--- config.mk ---
export PLATFORM = sky130hd
export DESIGN_NAME = ps2_key_decoder
export DESIGN_NICKNAME = d
export VERILOG_FILES = /design/src/rtl/ps2_key_decoder.sv
export SDC_FILE = /design/constraint.sdc
export NUM_CORES = 1
export LEC_CHECK = 0
export CAP_MARGIN = 20
export CORE_MARGIN = 10
export CORE_UTILIZATION = 50
export DETAILED_ROUTE_END_ITERATION = 8
export MAX_ROUTING_LAYER = met4
export PLACE_DENSITY_LB_ADDON = 0.3
export REMOVE_ABC_BUFFERS = 1
export SLEW_MARGIN = 10
export SYNTH_ARGS = -nofsm -noshare
export SYNTH_HDL_FRONTEND = slang
export SYNTH_SLANG_ARGS = --single-unit
--- constraint.sdc ---
create_clock -name clk -period 2.8 [get_ports clk]
set_clock_uncertainty 0.15 [all_clocks]
set_input_delay 0.56 -clock clk [delete_from_list [all_inputs] [get_ports clk]]
set_output_delay 0.56 -clock clk [all_outputs]
set_load 0.01 [all_outputs]
--- src/rtl/ps2_key_decoder.sv ---
// PS/2 set-2 receiver and scancode decoder; holds level key-down flags for key 1, key 2 and reset.
// Latency: byte, strobe and flags update 1 clk after the stop bit's falling edge is detected (edge seen 2-3 clk after the raw edge).
// Backpressure: none; the keyboard cannot be stalled and every byte is decoded as it arrives.
module ps2_key_decoder #(
    parameter int         TIMEOUT_CYCLES = 50000,
    parameter logic [7:0] KEY1_CODE      = 8'h16,
    parameter logic [7:0] KEY2_CODE      = 8'h1E,
    parameter logic [7:0] KEYR_CODE      = 8'h76
) (
    input  logic       clk,
    input  logic       iResetn,
    input  logic       iPs2Clk,
    input  logic       iPs2Dat,
    output logic       oOnePressed,
    output logic       oTwoPressed,
    output logic       oResetPressed,
    output logic [7:0] oByte,
    output logic       oByteValid,
    output logic       oFrameErr
);

    localparam int WD_W = $clog2(TIMEOUT_CYCLES + 1);

    typedef enum logic [1:0] {
        S_IDLE,
        S_DATA,
        S_PARITY,
        S_STOP
    } rx_state_t;

    rx_state_t       state, state_nxt;
    logic            ps2c_s1, ps2c_s2, ps2c_prev;
    logic            ps2d_s1, ps2d_s2;
    logic            fall;
    logic            d_bit;
    logic [7:0]      shreg;
    logic [2:0]      bit_cnt;
    logic            par_bit;
    logic [WD_W-1:0] wd_cnt;
    logic            timeout;
    logic            byte_good;
    logic            frame_bad;
    logic            brk_flag;
    logic            ext_flag;

    // Synchronisers reset to the idle-high line level so release from reset never fakes an edge.
    always_ff @(posedge clk or negedge iResetn) begin
        if (!iResetn) begin
            ps2c_s1   <= 1'b1;
            ps2c_s2   <= 1'b1;
            ps2c_prev <= 1'b1;
            ps2d_s1   <= 1'b1;
            ps2d_s2   <= 1'b1;
        end else begin
            ps2c_s1   <= iPs2Clk;
            ps2c_s2   <= ps2c_s1;
            ps2c_prev <= ps2c_s2;
            ps2d_s1   <= iPs2Dat;
            ps2d_s2   <= ps2d_s1;
        end
    end

    assign fall    = ps2c_prev & ~ps2c_s2;
    assign d_bit   = ps2d_s2;
    assign timeout = (state != S_IDLE) && !fall && (wd_cnt >= WD_W'(TIMEOUT_CYCLES));

    always_ff @(posedge clk or negedge iResetn) begin
        if (!iResetn) begin
            state <= S_IDLE;
        end else begin
            state <= state_nxt;
        end
    end

    always_comb begin
        state_nxt = state;
        byte_good = 1'b0;
        frame_bad = 1'b0;
        if (fall) begin
            case (state)
                S_IDLE: begin
                    if (!d_bit) begin
                        state_nxt = S_DATA;
                    end
                end
                S_DATA: begin
                    if (bit_cnt == 3'd7) begin
                        state_nxt = S_PARITY;
                    end
                end
                S_PARITY: begin
                    state_nxt = S_STOP;
                end
                S_STOP: begin
                    state_nxt = S_IDLE;
                    if (d_bit && ((^shreg ^ par_bit) == 1'b1)) begin
                        byte_good = 1'b1;
                    end else begin
                        frame_bad = 1'b1;
                    end
                end
                default: state_nxt = S_IDLE;
            endcase
        end else if (timeout) begin
            state_nxt = S_IDLE;
            frame_bad = 1'b1;
        end
    end

    always_ff @(posedge clk or negedge iResetn) begin
        if (!iResetn) begin
            shreg   <= 8'h00;
            bit_cnt <= 3'd0;
            par_bit <= 1'b0;
            wd_cnt  <= '0;
        end else begin
            if (fall || state == S_IDLE) begin
                wd_cnt <= '0;
            end else if (!timeout) begin
                wd_cnt <= wd_cnt + 1'b1;
            end
            if (fall) begin
                case (state)
                    S_IDLE:   bit_cnt <= 3'd0;
                    S_DATA: begin
                        shreg   <= {d_bit, shreg[7:1]};
                        bit_cnt <= bit_cnt + 3'd1;
                    end
                    S_PARITY: par_bit <= d_bit;
                    default:  ;
                endcase
            end
        end
    end

    // Prefix flags live only until the next non-prefix byte, error or timeout.
    always_ff @(posedge clk or negedge iResetn) begin
        if (!iResetn) begin
            oByte         <= 8'h00;
            oByteValid    <= 1'b0;
            oFrameErr     <= 1'b0;
            oOnePressed   <= 1'b0;
            oTwoPressed   <= 1'b0;
            oResetPressed <= 1'b0;
            brk_flag      <= 1'b0;
            ext_flag      <= 1'b0;
        end else begin
            oByteValid <= byte_good;
            oFrameErr  <= frame_bad;
            if (frame_bad) begin
                brk_flag <= 1'b0;
                ext_flag <= 1'b0;
            end else if (byte_good) begin
                oByte <= shreg;
                if (shreg == 8'hF0) begin
                    brk_flag <= 1'b1;
                end else if (shreg == 8'hE0) begin
                    ext_flag <= 1'b1;
                end else begin
                    brk_flag <= 1'b0;
                    ext_flag <= 1'b0;
                    if (!ext_flag) begin
                        if (shreg == KEY1_CODE) oOnePressed   <= ~brk_flag;
                        if (shreg == KEY2_CODE) oTwoPressed   <= ~brk_flag;
                        if (shreg == KEYR_CODE) oResetPressed <= ~brk_flag;
                    end
                end
            end
        end
    end

endmodule

# Yosys cells after proc, flatten, opt, wreduce, memory -nomap -nowiden
# Cells that the tools add are included.
[op_classes]
bitwise = 8
n_eq_ne = 14
n_reduce_logical = 21
n_addsub = 2
magnitude_cmp = 1
n_mux = 23
[ops]
columns = ["operator", "count"]
rows = [
  ["2-to-1 mux 16 bit", 2],
  ["AND reduction 6 bit", 3],
  ["adder 16 x 1 -> 16 bit, second input constant", 1],
  ["equality test 8 x 5 -> 1 bit, second input constant", 2],
  ["equality test 8 bit, second input constant", 2],
  [">= comparator 16 bit, second input constant", 1],
  ["2-to-1 mux 1 bit", 15],
  ["AND reduction 2 bit", 6],
  ["inequality test 3 bit, second input constant", 3],
  ["equality test 8 x 7 -> 1 bit, second input constant", 1],
  ["2-to-1 mux 2 bit", 4],
  ["case mux 2 bit (4 select lines)", 1],
  ["nonzero test 2 bit", 4],
  ["XOR reduction 8 bit", 1],
  ["NOT 1 bit", 6],
  ["case mux 3 bit (2 select lines)", 1],
  ["equality test 2 bit, second input constant", 2],
  ["adder 3 x 1 -> 3 bit, second input constant", 1],
  ["equality test 3 bit, second input constant", 1],
  ["logical AND 1 bit", 3],
  ["AND reduction 3 bit", 1],
  ["equality test 2 x 1 -> 1 bit, second input constant", 1],
  ["logical NOT 2 bit", 1],
  ["inequality test 2 x 1 -> 1 bit, second input constant", 1],
  ["other kinds (5)", 5],
]
[word_totals]
word_cells = 87
ff_bits = 50
output_inout_bits = 13

# Logic depth before layout (Yosys ltp)
[logic_depth]
depth_word = 9
ltp_mapped = 9

# Worst setup path after synthesis
# Ideal clock, no wire load.
[synth_path]
kind = "register to register"
start = "register shreg[4]"
end = "register oResetPressed"
t_required_ns = 2.525
t_arrival_ns = 1.985
setup_time_ns = 0.125
stages_incl_launch_ff = 7
setup_slack_ns = 0.540
period_less_slack_ns = 2.260
cell_sequence = "dfrtp_1 inv_1 ha_1 and4_1 or4b_2 nor3_1 mux2_2"
[synth_via]
elab_chain_cells = 8
word_cells_on_any_way = 16
cone_classes = "eq/ne (3); mux (6); bitwise (4); reduce/logical (3)"
[synth_rtl]
columns = ["item", "line_no", "source"]
rows = [
  ["start, declared", "36", "logic [7:0] shreg;"],
  ["start signal, assigned", "126", "shreg <= {d_bit, shreg[7:1]};"],
  ["XOR reduction 8 bit", "96", "if (d_bit && ((^shreg ^ par_bit) == 1'b1)) begin"],
  ["bitwise XOR 1 bit", "96", ""],
  ["logical AND 1 bit", "96", ""],
  ["2-to-1 mux 1 bit", "96", ""],
  ["2-to-1 mux 1 bit", "80", "case (state)"],
  ["2-to-1 mux 1 bit", "79", "if (fall) begin"],
  ["NOT 1 bit (no line)", "-", ""],
  ["AND reduction 6 bit (no line) *", "-", ""],
  ["end signal, assigned", "165", "if (shreg == KEYR_CODE) oResetPressed <= ~brk_flag;"],
  ["end, declared", "16", "output logic oResetPressed,"],
]
# Every way passes the cells marked *; elsewhere a longest branch is shown, timed or not.
# A chain may end at the register's enable or synchronous reset.

# Final worst setup path
[layout_path]
start = "register shreg[2]"
end = "register oOnePressed"
[layout_via]
elab_chain_cells = 8
word_cells_on_any_way = 16
cone_classes = "eq/ne (3); mux (6); bitwise (4); reduce/logical (3)"
[layout_rtl]
columns = ["item", "line_no", "source"]
rows = [
  ["XOR reduction 8 bit", "96", ""],
  ["bitwise XOR 1 bit", "96", ""],
  ["logical AND 1 bit", "96", ""],
  ["2-to-1 mux 1 bit", "96", ""],
  ["2-to-1 mux 1 bit", "80", ""],
  ["2-to-1 mux 1 bit", "79", ""],
  ["NOT 1 bit (no line)", "-", ""],
  ["AND reduction 6 bit (no line) *", "-", ""],
  ["end signal, assigned", "163", "if (shreg == KEY1_CODE) oOnePressed <= ~brk_flag;"],
  ["end, declared", "14", "output logic oOnePressed,"],
]
# Marked as above.

==> reports/metrics.yaml <==
ys_warn_count: 0
criticalPathCategory: "reg -> reg"
fin_crit_ns: 2.536
route.vias.total: 1707
path_clk_slew_ns: 0.09
cts_max_level: 2
critical_path_required_ns: 2.84
start_kind: "flop"
die_h_um: 90.37
grt_max_degree: 51
fmax_ghz: 0.3943
drc: 0
synth_top_cell_area_share_pct: 45.48
synth_enable_flop_cells: 0
drtPass1Iterations: 4
syn_avg_cell_area_sq_um: 10.63
relSlewSlack_pct: 51.35
grt_usage_pct: 11.09
maxCapViolations: 0
setup_viol: 0
synth_async_sr_flop_share_pct: 100.0
dieWidth_um: 90.37
period_share_pct: 90.57
postCtsSetupBuffers: 0
p_total_w: 0.001960
post-dp-hpwl_mm: 3.068
cts_tree: "done"
peakVddDrop_mv: 0.5355
synthTopCellsByArea: "dfrtp_1 45%, ha_1 9.6%, mux2_2 5.9%"
design.die.area_sq_um: 8167
io_pins: 17
register_area_sq_um: 1257
vias_per_cell: 5.318
routed_wl_mm: 4.269
io_buffers: 16
synth_cell_types: 37
core.rowCount: 25
antenna_found_initial: 0
post-synth-top-area-cell: "dfrtp_1"
multi_input_area_sq_um: 1116
grt_pass1_vias: 1582
antenna_left: 0
cts_resized: 0
p_per_area_nw_per_um2: 701.8
ctsHoldBuffers: 0
cts_buffer_depth: 2
finalHoldViolations: 0
grt_remaining_overflow: 0
worstMarginPinSlew_ns: 0.7242
fin_setup_tns_ns: 0
drive_gt1_share_pct: 12.99
run_status: "complete, no violations"
gp_congestion: 0.8144
core_area_sq_um: 4755
grt_pass1_wl_mm: 7.507
hold_class: "in -> async"
diodes: 0
syn-instance-count: 233
finalNetCount: 276
crit_arrival_ns: 2.58
ys_seq_elements: 50
maxSlewViolCount: 0
nFillCells: 428
insertion_delay_ns: 0.30
drtIter0Drc: 34
areaGrowthSynthToFinish_pct: 12.78
ys_seq_area_share_pct: 50.78
clock-sinks: 50
leakagePower_nw: 1.235
start_util_pct: 52.08
root_buffer: "clkbuf_8"
synth_flop_cell: "dfrtp_1"
worstPathMaxFanout: 6
crit_path_end_kind: "flop"
cts_made_buffers: 5
rsz0062_at_grt: "false"
syn_area_sq_um: 2476
wl_per_cell_um: 13.30
[layout by cell type (no fill, tap or decap), types with 6 or more instances in the layout]
cell type	count
o21ai_0	20
inv_1	19
nand3_1	13
nor3_1	6
or3_1	7
dfrtp_1	45
o31ai_1	7
nor2_1	6
a21oi_1	14
nand2_1	21
mux2_2	13
clkdlybuf4s50_1	15
ha_1	19
[cell families (layout without fill, tap and decap cells)]
group / after synthesis / after routing / share of synthesized area (%)
AND/OR/NAND/NOR: 71 / 71 / 14.96
AO/OA/AOI/OAI: 51 / 51 / 12.63
flip-flops: 50 / 50 / 50.78
XOR/XNOR: 4 / 4 / 1.971
buffers and inverters: 25 / 46 / 4.143
multiplexers: 13 / 13 / 5.912
adder cells (fa/ha/maj): 19 / 19 / 9.601
[area by class of cell]
type / instances / share of cell area (%)
Sequential cell: 50 / 45.03
Multi-Input combinational cell: 158 / 39.96
Timing Repair Buffer: 19 / 6.362
Tap cell: 67 / 3.002
Clock buffer: 6 / 2.599
Inverter: 19 / 2.554
Clock inverter: 2 / 0.4928
[power by group]
group	internal, W	switching (W)
Sequential	0.000839	0.000103
Combinational	0.000290	0.000320
Clock	0.000177	0.000232
[registers in the layout, summed over array words and instances (netlist names), 2 cells and up]
signal   flops
bit_cnt      3
oByte        8
shreg        8
state        2
wd_cnt      16
[metrics by stage]
step           setup WS, ns  cell area, sq um  utilization [%]  cells  hold slack, ns
5_1_grt             0.08915              2793            58.74    321          0.2155
3_3_place_gp         0.3229              2706            56.92    313          0.1952
2_1_floorplan        0.2430              2445                -    227          0.1144
4_1_cts              0.2443              2793            58.74    321          0.2107
3_5_place_dp         0.2790              2706            56.92    313          0.1969
6_report             0.2640              2793            58.74    321          0.2021
[worst max-delay path, cell delays in order (launching register included)]
cell and delay [ns]:
dfrtp_1 0.42, inv_1 0.07, ha_1 0.27, xnor3_1 0.39
xnor2_1 0.20, nand4_1 0.26, nor3_1 0.30, mux2_2 0.36
[Yosys cell counts (all sizes together) (6+ instances only)]
master / count
nand3: 13
ha: 19
nand2: 21
dfrtp: 45
a21oi: 14
or3: 7
mux2: 13
o21ai: 21
nor2: 6
o31ai: 7
inv: 19
nor3: 6
[per-layer routing]
metal / track usage [%] / wire, um
met5: - / 0
met4: 3.581 / 44
met2: 16.16 / 1885
met1: 14.60 / 2212
met3: 2.993 / 125
[path summary, 6_finish.rpt]
kind | endpoint | slack (ns) | cells after the start | from
max | oOnePressed$_DFFE_PN0P_ | 0.26 | 7 | shreg[2]$_DFFE_PN0P_
min | oByte[1]$_DFFE_PN0P_ | 0.20 | 2 | iResetn
max reg2reg | oOnePressed$_DFFE_PN0P_ | 0.26 | 7 | shreg[2]$_DFFE_PN0P_
min reg2reg | ps2c_s2$_DFF_PN1_ | 0.21 | 0 | ps2c_s1$_DFF_PN1_
max in group asynchronous | wd_cnt[8]$_DFFE_PN0P_ | 1.89 | 2 | iResetn
min in group clk | ps2c_s2$_DFF_PN1_ | 0.21 | 0 | ps2c_s1$_DFF_PN1_
No activity file was read; power rests on OpenSTA's default activity.
